### src/rtl/riscv_pkg.sv
// rtl/riscv_pkg.sv - shared types and constants for the RISC-V core pipeline
package riscv_pkg;

  localparam int XLEN = 32;

  typedef enum logic [1:0] {
    WB_ALU = 2'd0,
    WB_MEM = 2'd1,
    WB_PC4 = 2'd2
  } wb_sel_e;

  localparam logic [2:0] F3_LB  = 3'b000;
  localparam logic [2:0] F3_LH  = 3'b001;
  localparam logic [2:0] F3_LW  = 3'b010;
  localparam logic [2:0] F3_LBU = 3'b100;
  localparam logic [2:0] F3_LHU = 3'b101;

  typedef struct packed {
    logic            v;
    logic            reg_write;
    logic [4:0]      rd_idx;
    wb_sel_e         wb_sel;
    logic [XLEN-1:0] result;
    logic [XLEN-1:0] rdata;
    logic [XLEN-1:0] pc_plus4;
    logic [2:0]      funct3;
    logic [1:0]      off;
  } mem_wb_t;

endpackage

### src/rtl/load_align.sv
// rtl/load_align.sv - extracts and extends a load lane from an aligned word, flagging bad formats
module load_align
  import riscv_pkg::*;
(
  input  logic [XLEN-1:0] rdata,
  input  logic [2:0]      funct3,
  input  logic [1:0]      off,
  output logic [XLEN-1:0] data,
  output logic            err
);

  logic [7:0]  byte_lane;
  logic [15:0] half_lane;

  always_comb begin
    case (off)
      2'd0:    byte_lane = rdata[7:0];
      2'd1:    byte_lane = rdata[15:8];
      2'd2:    byte_lane = rdata[23:16];
      default: byte_lane = rdata[31:24];
    endcase
    half_lane = off[1] ? rdata[31:16] : rdata[15:0];

    data = '0;
    err  = 1'b0;
    case (funct3)
      F3_LB:  data = {{24{byte_lane[7]}}, byte_lane};
      F3_LBU: data = {24'h0, byte_lane};
      F3_LH: begin
        data = {{16{half_lane[15]}}, half_lane};
        err  = off[0];
      end
      F3_LHU: begin
        data = {16'h0, half_lane};
        err  = off[0];
      end
      F3_LW: begin
        data = rdata;
        err  = (off != 2'd0);
      end
      default: err = 1'b1;
    endcase
  end

endmodule

### src/rtl/writeback_stage.sv
// rtl/writeback_stage.sv - MEM/WB latch, result select, register-file write port and retire counter
module writeback_stage #(
  parameter int DATA_WIDTH = 32
) (
  input  logic                  clk,
  input  logic                  resetn,
  input  logic                  m_valid,
  input  logic                  m_reg_write,
  input  logic [4:0]            m_rd_idx,
  input  logic [1:0]            m_wb_sel,
  input  logic [DATA_WIDTH-1:0] m_alu_result,
  input  logic [DATA_WIDTH-1:0] m_mem_rdata,
  input  logic [DATA_WIDTH-1:0] m_pc_plus4,
  input  logic [2:0]            m_funct3,
  input  logic                  flush,
  input  logic                  hold,
  output logic                  wr_en,
  output logic [4:0]            wr_idx,
  output logic [DATA_WIDTH-1:0] wr_data,
  output logic                  load_err,
  output logic [63:0]           instret
);
  import riscv_pkg::*;

  mem_wb_t         latch_q;
  mem_wb_t         latch_d;
  logic [XLEN-1:0] load_data;
  logic            align_err;
  logic            err;

  // flush wins over hold: a held instruction can still be killed in place
  always_comb begin
    latch_d = latch_q;
    if (!hold) begin
      latch_d.v         = m_valid & ~flush;
      latch_d.reg_write = m_reg_write;
      latch_d.rd_idx    = m_rd_idx;
      latch_d.wb_sel    = wb_sel_e'(m_wb_sel);
      latch_d.result    = m_alu_result;
      latch_d.rdata     = m_mem_rdata;
      latch_d.pc_plus4  = m_pc_plus4;
      latch_d.funct3    = m_funct3;
      latch_d.off       = m_alu_result[1:0];
    end else if (flush) begin
      latch_d.v = 1'b0;
    end
  end

  always_ff @(posedge clk) begin
    if (!resetn) begin
      latch_q <= '0;
      instret <= '0;
    end else begin
      latch_q <= latch_d;
      if (latch_q.v && !hold) begin
        instret <= instret + 64'd1;
      end
    end
  end

  load_align u_load_align (
    .rdata  (latch_q.rdata),
    .funct3 (latch_q.funct3),
    .off    (latch_q.off),
    .data   (load_data),
    .err    (align_err)
  );

  assign err = (latch_q.wb_sel == WB_MEM) & align_err;

  // gating with hold keeps load_err a single pulse on the retiring cycle
  always_comb begin
    wr_en    = latch_q.v & latch_q.reg_write & (latch_q.rd_idx != 5'd0) & ~hold & ~err;
    load_err = latch_q.v & err & ~hold;
    wr_idx   = latch_q.rd_idx;
    case (latch_q.wb_sel)
      WB_MEM:  wr_data = load_data;
      WB_PC4:  wr_data = latch_q.pc_plus4;
      default: wr_data = latch_q.result;
    endcase
  end

endmodule

### config.mk
export PLATFORM = sky130hd
export DESIGN_NAME = writeback_stage
export DESIGN_NICKNAME = d
export VERILOG_FILES = /design/src/rtl/riscv_pkg.sv /design/src/rtl/load_align.sv /design/src/rtl/writeback_stage.sv
export SDC_FILE = /design/constraint.sdc
export NUM_CORES = 1
export LEC_CHECK = 0
export BUFFER_PORTS_ARGS = -buffer_cell sky130_fd_sc_hd__buf_2
export CAP_MARGIN = 20
export CORE_UTILIZATION = 57
export DETAILED_ROUTE_END_ITERATION = 10
export PLACE_DENSITY = 0.82
export SYNTH_ARGS = -nofsm -noshare
export SYNTH_HDL_FRONTEND = slang
export SYNTH_SLANG_ARGS = --single-unit
### constraint.sdc
create_clock -name clk -period 3.6 [get_ports clk]
set_input_delay 0.72 -clock clk [delete_from_list [all_inputs] [get_ports clk]]
set_output_delay 0.72 -clock clk [all_outputs]
set_load 0.02 [all_outputs]
==> flow_summary.json, run 1 <==
{
  "result_of_the_run": "completed",
  "layout.cells.most_common_list": "buf_2 (213), dfxtp_1 (172), nor2_1 (153), mux2i_1 (112), a21oi_1 (56)",
  "share_of_synthesized_area_occupied_by_flip_flops_and_latches_pct": 42.7,
  "dieHeight_um": 121,
  "final_period_minus_worst_setup_slack_ns": 3.26,
  "relative_slew_slack_pct": 29.1,
  "cts_resized": 0,
  "fp.coreArea_sq_um": 13800,
  "pin_count": 215,
  "crit_path_start_kind": "flip-flop",
  "clk_root_buf": "clkbuf_16",
  "ctsLongestPathBuffers": 2,
  "drtPass1Iterations": 7,
  "worst_ep_required_time_ns": 2.88,
  "area.growth.synth_to_final_pct": 21.0,
  "static-leakage-power_nw": 4.30,
  "drc_errors": 0,
  "dp_slack_ns": 0.504,
  "dp.cells": 1243,
  "worstHoldPathType": "primary input to flip-flop",
  "timing_worst_slew_pin_value_ns": 1.06,
  "cts_tree": "yes",
  "die_w_um": 121,
  "layout.cells.most_common": "buf_2",
  "critical_path_arrival_ns": 2.54,
  "detail_route.wirelength_um": 21200,
  "worst_slack_ns": 0.337,
  "skew_ns": 0.00789,
  "fraction_of_layout_cells_with_a_size_suffix_above_1_pct": 25.2,
  "stdcell_area_sq_um": 9760,
  "synth.yosys.warnings": 0,
  "yosys_most_used_dff": "dfxtp_1",
  "synth_area_per_cell_sq_um": 9.00,
  "synth_cells": 896,
  "rows": 43,
  "instances_no_fill": 1274,
  "drv_slew": 0,
  "synth_area_sq_um": 8070,
  "global_route_wire_length_before_repair_um": 33400,
  "synth.net_count": 1011,
  "maxCapViolCount": 0,
  "setup_total_negative_slack_ns": 0,
  "cts_post_setup_buffers_inserted": 0,
  "detailedRoute.firstIterationViolations": 653,
  "post_drt_wl_per_cell_um": 16.7,
  "dr_total_vias": 7390,
  "postPlaceCellArea_sq_um": 9210,
  "place.detailed.hpwl_um": 15000,
  "floorplan.initialDensity_pct": 58.3,
  "ys_ff_latch": 172,
  "max_clock_freq_mhz": 306,
  "gp_routability_congestion": 0.865,
  "number_of_unique_standard_cell_types_used_by_synthesis": 49,
  "finalNetCount": 1197,
  "n_antenna_cell": 0,
  "grt_max_degree": 73,
  "antenna_found_initial": 0,
  "p_per_area_nw_per_um2": 438,
  "synth_edf_count": 0,
  "cts-buffers-inserted": 17,
  "via_density": 5.80,
  "crit_path_capture_type": "primary output",
  "hold_buffers": 0,
  "vdd_drop_max_uv": 314,
  "setup_viol_count_final": 0,
  "clk_transition_reported_paths_ns": 0.06,
  "clkSinkCount": 172,
  "die_area_sq_um": 14600,
  "detail-route-antenna-nets": 0,
  "layout_worst_path_cycle_share_pct": 90.6,
  "grt-ovfl-total": 0,
  "worst_skew_pair.late_latency_ns": 0.43,
  "finalHoldViolCount": 0,
  "gr-usage-all-layers_pct": 29.1,
  "first_global_vias": 6755,
  "share_of_synthesized_flip_flops_with_an_asynchronous_set_or_reset_pct": 0,
  "port-buffer-count": 214,
  "crit_path_max_fanout": 16,
  "worst_setup_path_type": "flip-flop to primary output",
  "setup_repair_after_global_routing_missed_its_margin": "no",
  "htreeDepth": 4
}
==> worst paths after layout <==
path | from | end | slack, ns | cells past startpoint
hold / removal | flush | latch_q[109]$_SDFFE_PN0P_ | 0.45 | 2
setup / recovery | latch_q[70]$_SDFFE_PN0N_ | wr_data[18] | 0.34 | 6
setup reg to reg | instret[16]$_SDFFE_PN0P_ | instret[57]$_SDFFE_PN0P_ | 1.07 | 5
hold reg to reg | instret[63]$_SDFFE_PN0P_ | instret[63]$_SDFFE_PN0P_ | 0.47 | 2
==> synthesized netlist by cell type, drive strengths merged, types with 6 or more instances <==
library cell | instances | area share, %
clkbuf | 40 | 1.9
buf | 18 | 1.3
nand3 | 27 | 1.7
nand2 | 50 | 2.3
a221oi | 15 | 1.6
nor2b | 21 | 1.6
dfxtp | 172 | 43
o31ai | 9 | 0.84
nor3 | 12 | 0.88
and3 | 7 | 0.54
nor2 | 154 | 7.2
xnor2 | 14 | 1.5
a21oi | 56 | 3.5
and4 | 8 | 0.87
or3 | 21 | 1.6
a22o | 7 | 0.76
nor4 | 6 | 0.65
a22oi | 17 | 1.6
or4 | 10 | 0.93
o21ai | 20 | 1.2
mux4 | 8 | 2.2
o221ai | 9 | 0.98
mux2i | 112 | 14
inv | 15 | 0.70
xor2 | 15 | 1.6
nand4 | 24 | 2.4
==> power by group <==
part | leakage (nW) | total, mW | switching [mW] | internal (mW)
clock | 0.266 | 1.73 | 0.727 | 0.999
combinational | 2.63 | 0.515 | 0.293 | 0.222
sequential | 1.41 | 2.04 | 0.0595 | 1.98
==> kinds of logic after synthesis <==
family,share of synthesized area [%]
and+or+nand+nor,22.4
DFF,42.7
AOI/OAI and AO/OA,11.1
muxes,16.3
buffers and inverters,3.92
xor gates and xnor gates,3.15
adders and majority gates,0.465
==> critical path: stages (launching register included) <==
cell      delay, ns
dfxtp_1        0.62
mux4_2         0.38
nand2_1        0.11
a211oi_1       0.10
nor2_2         0.54
a21oi_1        0.15
buf_2          0.20
==> cell type report <==
cell class,instances,area [sq um]
clock inverter,7,65.1
tap,180,225
timing repair buffer,225,1170
sequential,172,3440
multi-input combinational,650,4310
clock buffer,24,482
fill,1097,4070
inverter,16,62.6
==> sequential cells by signal (all words and copies together) (netlist names) <==
name     cells
latch_q    103
instret     64
wr_idx       5
==> metrics by stage <==
stage	total power, mW	hold WS, ns	util (%)
after floorplan	2.40	0.463	-
after global placement	2.57	0.451	66.6
after detailed placement	2.58	0.466	66.6
after CTS	4.29	0.434	70.6
after global routing	4.44	0.462	70.6
final	4.28	0.451	70.6
==> per-layer routing <==
metal	part of all wire (%)	routed length, um	GRT usage [%]
met1	41	8800	34.9
met2	50	10600	49.6
met3	7.0	1480	7.75
met4	1.9	395	10.9
met5	0	0	0
Note: power is estimated with default switching activity, not from simulation.
==> run 2: changes to the inputs <==
Settings changed: BUFFER_PORTS_ARGS -buffer_cell sky130_fd_sc_hd__buf_2 to unset, CORE_UTILIZATION 57 to 49, DONT_BUFFER_PORTS set to 1, PLACE_DENSITY 0.82 to 0.61.
==> flow_summary.json, run 2 (synthesized netlist as in run 1, its figures left out) <==
{
  "result_of_the_run": "completed",
  "die_area_sq_um": 17000,
  "postPlaceCellArea_sq_um": 8280,
  "antenna_found_initial": 2,
  "port-buffer-count": 0,
  "finalHoldViolCount": 0,
  "ff2ff_path_depth": 6,
  "area.growth.synth_to_final_pct": 10.2,
  "maxCapViolCount": 0,
  "static-leakage-power_nw": 3.41,
  "stage_delay_of_the_slowest_cell_on_the_critical_path_ns": 0.66,
  "hold_buffers": 0,
  "rows": 46,
  "critPathLaunch": "latch_q[70]$_SDFFE_PN0N_",
  "setup_total_negative_slack_ns": 0,
  "htreeDepth": 4,
  "fraction_of_layout_cells_with_a_size_suffix_above_1_pct": 8.95,
  "vdd_drop_max_uv": 345,
  "r2r_setup_slack_ns": 0.80,
  "timing_worst_slew_pin_value_ns": 0.858,
  "cp.buffers_inverters": 1,
  "drv_slew": 0,
  "clkSinkCount": 172,
  "r2r_end": "instret[57]$_SDFFE_PN0P_",
  "skew_ns": 0.00665,
  "max_clock_freq_mhz": 296,
  "pin_count": 215,
  "worstHoldPathType": "primary input to flip-flop",
  "layout_worst_path_cycle_share_pct": 93.7,
  "final_period_minus_worst_setup_slack_ns": 3.37,
  "finalNetCount": 997,
  "post_drt_wl_per_cell_um": 19.5,
  "grt_max_degree": 113,
  "critical-path-slowest-cell": "dfxtp_1",
  "detailedRoute.firstIterationViolations": 540,
  "detail-route-antenna-nets": 0,
  "num-fill-cells": 1487,
  "multi_input_logic_area_sq_um": 4310,
  "first_global_vias": 6230,
  "fin_worst_hold_slack_ns": 0.367,
  "cts_tree": "yes",
  "grt-ovfl-total": 0,
  "worst_skew_pair.late_latency_ns": 0.43,
  "largest_register": "latch_q",
  "setup_viol_count_final": 0,
  "n_antenna_cell": 0,
  "place.detailed.hpwl_um": 15700,
  "detail_route.wirelength_um": 21600,
  "die_w_um": 130,
  "stdcell_area_sq_um": 8890,
  "fp.coreArea_sq_um": 16000,
  "worst-path-stages": 6,
  "critical_path_arrival_ns": 2.65,
  "floorplan.initialDensity_pct": 50.4,
  "crit_path_capture_type": "primary output",
  "worst_setup_path_type": "flip-flop to primary output",
  "clk_root_buf": "clkbuf_16",
  "crit_path_start_kind": "flip-flop",
  "dr_total_vias": 6655,
  "gr-usage-all-layers_pct": 25.5,
  "sequential_cell_area_sq_um": 3440,
  "worst_ep_required_time_ns": 2.88,
  "timing.critical_path.cells": "mux4_2 -> nand2_1 -> a211oi_1 -> nor2_2 -> a21oi_1 -> buf_4",
  "global_route_wire_length_before_repair_um": 33100,
  "relative_slew_slack_pct": 42.8,
  "worst_r2r_startpoint": "instret[6]$_SDFFE_PN0P_",
  "worstSetupEndpoint": "wr_data[22]",
  "via_density": 6.00,
  "finish.utilization_pct": 55.5,
  "layout.cells.most_common": "dfxtp_1",
  "crit_path_max_fanout": 16,
  "clk_transition_reported_paths_ns": 0.06,
  "cts-buffers-inserted": 17,
  "drtPass1Iterations": 5,
  "gp_routability_congestion": 0.887,
  "p_per_area_nw_per_um2": 488,
  "layout.cells.most_common_list": "dfxtp_1 (172), nor2_1 (153), mux2i_1 (112), a21oi_1 (56), nand2_1 (50)",
  "largest_register_ffs": 103,
  "critical-path-top-delay-family": "simple AND/OR/NAND/NOR gates",
  "dieHeight_um": 130,
  "drc_errors": 0,
  "ctsLongestPathBuffers": 2,
  "setup_repair_after_global_routing_missed_its_margin": "no"
}
==> run 2: cell types whose count changed in the layout (fill, tap and decap cells not counted), sizes merged <==
cell	change
buf	-200
bufinv	+2
clkbuf	-6
clkinv	-1
clkinvlp	+1
inv	+4
==> run 2: worst min path at each step <==
stage	endpoint	from	cells past startpoint	slack, ns
finish	latch_q[109]$_SDFFE_PN0P_	flush	1	0.37
global route	latch_q[109]$_SDFFE_PN0P_	flush	1	0.34
CTS	latch_q[109]$_SDFFE_PN0P_	flush	1	0.35
detailed placement	latch_q[75]$_SDFFE_PN0N_	latch_q[75]$_SDFFE_PN0N_	2	0.48
global placement	latch_q[17]$_SDFFE_PN0N_	latch_q[17]$_SDFFE_PN0N_	2	0.47
floorplan	latch_q[13]$_SDFFE_PN0N_	latch_q[13]$_SDFFE_PN0N_	2	0.46
==> run 2: timing repair <==
item                                    4_1_cts  5_1_grt
endpoints found under the setup margin       16        0
buffers inserted                              0        0
resized for setup                             1        0
==> run 2: metal layers <==
layer / global-route usage, % / wire length [um] / up-vias
met5: 0 / 20 / -
met1: 29.0 / 8460 / 3172
met3: 8.90 / 1890 / 41
met2: 43.6 / 10700 / 242
met4: 10.3 / 541 / 4
li1: - / - / 3196
==> run 2: cell type report <==
type	instances	share of cell area (%)
multi-input combinational	650	48.5
inverter	16	0.704
timing repair buffer	25	2.25
clock inverter	13	1.83
clock buffer	18	4.94
sequential	172	38.7
tap	216	3.04
==> run 2: where the power goes <==
group / leakage (nW) / internal (mW) / switching (mW) / total [mW]
Sequential: 1.41 / 1.98 / 0.0639 / 2.04
Clock: 0.289 / 1.11 / 0.771 / 1.88
Combinational: 1.71 / 0.177 / 0.235 / 0.412
Total: 3.41 / 3.26 / 1.07 / 4.33
==> run 2: stage by stage <==
step	total power, mW	setup slack [ns]	std cells
after floorplan	2.40	1.03	896
after global placement	2.48	0.518	1079
after detailed placement	2.49	0.387	1079
after CTS	4.38	0.245	1110
after global routing	4.50	0.129	1110
final	4.33	0.225	1110
==> run 3: changes to the inputs <==
Settings changed: ABC_AREA set to 1, CORE_ASPECT_RATIO set to 2.
==> flow_summary.json, run 3 <==
{
  "result_of_the_run": "completed",
  "relative_slew_slack_pct": 34.6,
  "worst_skew_pair.late_latency_ns": 0.43,
  "cts_tree": "yes",
  "crit_path_capture_type": "primary output",
  "clk_root_buf": "clkbuf_16",
  "synth_area_sq_um": 8830,
  "synth_top_cell_by_area": "dfxtp_1",
  "net-switching-power_mw": 1.19,
  "netSwitchingFraction_pct": 26.1,
  "crit_path_start_kind": "flip-flop",
  "drtPass1Iterations": 4,
  "synth_area_per_cell_sq_um": 6.67,
  "layout.cells.most_common_list": "nor2_1 (330), nand2_1 (207), dfxtp_1 (172), o21ai_0 (154), a21oi_1 (107)",
  "hold_buffers": 0,
  "largest_register": "latch_q",
  "sequential_cell_area_sq_um": 3440,
  "synth_edf_count": 0,
  "static-leakage-power_nw": 3.86,
  "share_of_synthesized_flip_flops_with_an_asynchronous_set_or_reset_pct": 0,
  "synth_xor_xnor_area_share_pct": 1.69,
  "power.share.combinational_pct": 11.3,
  "post_drt_wl_per_cell_um": 18.9,
  "fp.coreArea_sq_um": 17700,
  "synth.area.mux_share_pct": 0,
  "global_route_wire_length_before_repair_um": 43200,
  "place.detailed.hpwl_um": 21600,
  "fin_worst_hold_slack_ns": 0.381,
  "clock_power_share_pct": 43.5,
  "layout.cells.most_common": "nor2_1",
  "power.internal_mw": 3.37,
  "floorplan.initialDensity_pct": 49.9,
  "max_clock_freq_mhz": 311,
  "number_of_unique_standard_cell_types_used_by_synthesis": 47,
  "dr_total_vias": 8354,
  "fraction_of_layout_cells_with_a_size_suffix_above_1_pct": 7.53,
  "worst_setup_path_type": "flip-flop to primary output",
  "critical_path_arrival_ns": 2.49,
  "yosys_most_used_dff": "dfxtp_1",
  "grt_max_degree": 140,
  "final_period_minus_worst_setup_slack_ns": 3.21,
  "ys_ff_latch": 172,
  "worstHoldPathType": "primary input to flip-flop",
  "synth-simple-area-share_pct": 34.4,
  "synth_compound_area_share_pct": 16.9,
  "die_area_sq_um": 18600,
  "area.growth.synth_to_final_pct": 8.14,
  "cts_resized": 0,
  "clk_transition_reported_paths_ns": 0.06,
  "finalNetCount": 1405,
  "detailedRoute.firstIterationViolations": 266,
  "setup_total_negative_slack_ns": 0,
  "setup_repair_after_global_routing_missed_its_margin": "no",
  "synth.top_cells.by_count": "nor2_1 (330), nand2_1 (207), dfxtp_1 (172)",
  "skew_ns": 0.0125,
  "detail-route-antenna-nets": 0,
  "port-buffer-count": 0,
  "cts_post_setup_buffers_inserted": 0,
  "ctsLongestPathBuffers": 2,
  "crit_path_max_fanout": 26,
  "power.sequential.fraction_pct": 45.2,
  "share_of_synthesized_area_occupied_by_flip_flops_and_latches_pct": 39.0,
  "synth_cells": 1325,
  "cts-buffers-inserted": 17,
  "synth_fa_ha_area_share_pct": 0.425,
  "grt-ovfl-total": 0,
  "num-fill-cells": 1845,
  "multi_input_logic_area_sq_um": 4720,
  "via_density": 5.49,
  "maxCapViolCount": 0,
  "die_w_um": 96.9,
  "post_synth_main_area_contributors": "dfxtp_1 (39%), nor2_1 (14%), nand2_1 (8.8%), o21ai_0 (8.7%), a21oi_1 (6.1%)",
  "timing_worst_slew_pin_value_ns": 0.981,
  "layout_worst_path_cycle_share_pct": 89.2,
  "pin_count": 215,
  "gp_routability_congestion": 0.901,
  "dominant_combinational_cell_family_by_area_after_synthesis": "simple AND/OR/NAND/NOR gates",
  "p_per_area_nw_per_um2": 477,
  "finalHoldViolCount": 0,
  "drv_slew": 0,
  "htreeDepth": 4,
  "stdcell_area_sq_um": 9550,
  "worst_ep_required_time_ns": 2.88,
  "detail_route.wirelength_um": 28700,
  "synth.yosys.warnings": 0,
  "vdd_drop_max_uv": 249,
  "rows": 69,
  "drc_errors": 0,
  "clkSinkCount": 172,
  "postPlaceCellArea_sq_um": 8900,
  "synthMostInstantiatedCell": "nor2_1",
  "yosysTopAreaCellShare_pct": 39.0,
  "setup_viol_count_final": 0,
  "synth.net_count": 1440,
  "largest_register_ffs": 103,
  "gr-usage-all-layers_pct": 30.6,
  "dieHeight_um": 192,
  "antenna_found_initial": 7,
  "first_global_vias": 8081
}
## run 3: changes by cell type in the layout (fill, tap and decap cells not counted), moves of 51 or more
cell / before / now
nor2_1: 153 / 330
nand2_1: 50 / 207
o21ai_0: 20 / 154
mux2i_1: 112 / 0
inv_1: 14 / 90
a21oi_1: 56 / 107
## run 3: kinds of logic (layout without fill, tap and decap cells)
kind of cell / count (synthesis) / in the layout
xor gates and xnor gates: 17 / 17
and+or+nand+nor: 679 / 679
buffers and inverters: 166 / 143
DFF: 172 / 172
AOI/OAI and AO/OA: 288 / 288
adders and majority gates: 3 / 3
other: 0 / 8
## run 3: per-stage QoR
| stage | util, % | worst slack, ns | instances | power, mW |
|---|---|---|---|---|
| floorplan | - | 1.28 | 1325 | 2.51 |
| global placement | 50.3 | 0.882 | 1484 | 2.61 |
| detailed placement | 50.3 | 0.856 | 1484 | 2.62 |
| CTS | 53.9 | 0.396 | 1515 | 4.60 |
| global route | 53.9 | 0.140 | 1519 | 4.73 |
| finish | 54.0 | 0.387 | 1523 | 4.56 |
## run 3: layout make-up
cell class / instances / share of cell area, %
inverters: 99 / 3.93
clock inverters: 6 / 1.39
diodes: 8 / 0.210
well taps: 213 / 2.79
clock buffers: 25 / 5.19
multi-input cells: 987 / 49.4
flip-flops and latches: 172 / 36.0
repair buffers: 13 / 1.02
## run 3: path summary, 6_finish.rpt
check | startpoint | to | slack, ns | depth (start not counted)
setup / recovery | latch_q[70]$_SDFFE_PN0N_ | wr_data[15] | 0.39 | 8
hold / removal | flush | latch_q[109]$_SDFFE_PN0P_ | 0.38 | 1
hold reg to reg | latch_q[75]$_SDFFE_PN0N_ | latch_q[75]$_SDFFE_PN0N_ | 0.48 | 2
setup reg to reg | instret[26]$_SDFFE_PN0P_ | instret[53]$_SDFFE_PN0P_ | 1.47 | 9
## run 3: power groups by stage
stage	Sequential, mW	Combinational (mW)	Clock [mW]
2_1_floorplan	2.07	0.441	0
3_3_place_gp	2.10	0.515	0
3_5_place_dp	2.10	0.516	0
4_1_cts	2.06	0.518	2.02
5_1_grt	2.07	0.573	2.09
6_report	2.06	0.514	1.99
## run 3: layer usage
| layer | track usage, % | vias to the layer above | wire (um) |
|---|---|---|---|
| met2 | 58.1 | 256 | 15400 |
| met3 | 7.39 | 93 | 1380 |
| met5 | 0 | - | 14 |
| li1 | - | 4232 | - |
| met1 | 26.8 | 3771 | 9620 |
| met4 | 25.0 | 2 | 2320 |
## run 3: worst max-delay path, stage by stage (launching register included)
cell and delay [ns]:
dfxtp_1 0.37, inv_4 0.13, nand2_1 0.11, o21ai_2 0.09, o21ai_2 0.16, nand3_2 0.28, inv_1 0.32, o21ai_0 0.14
a21oi_1 0.46
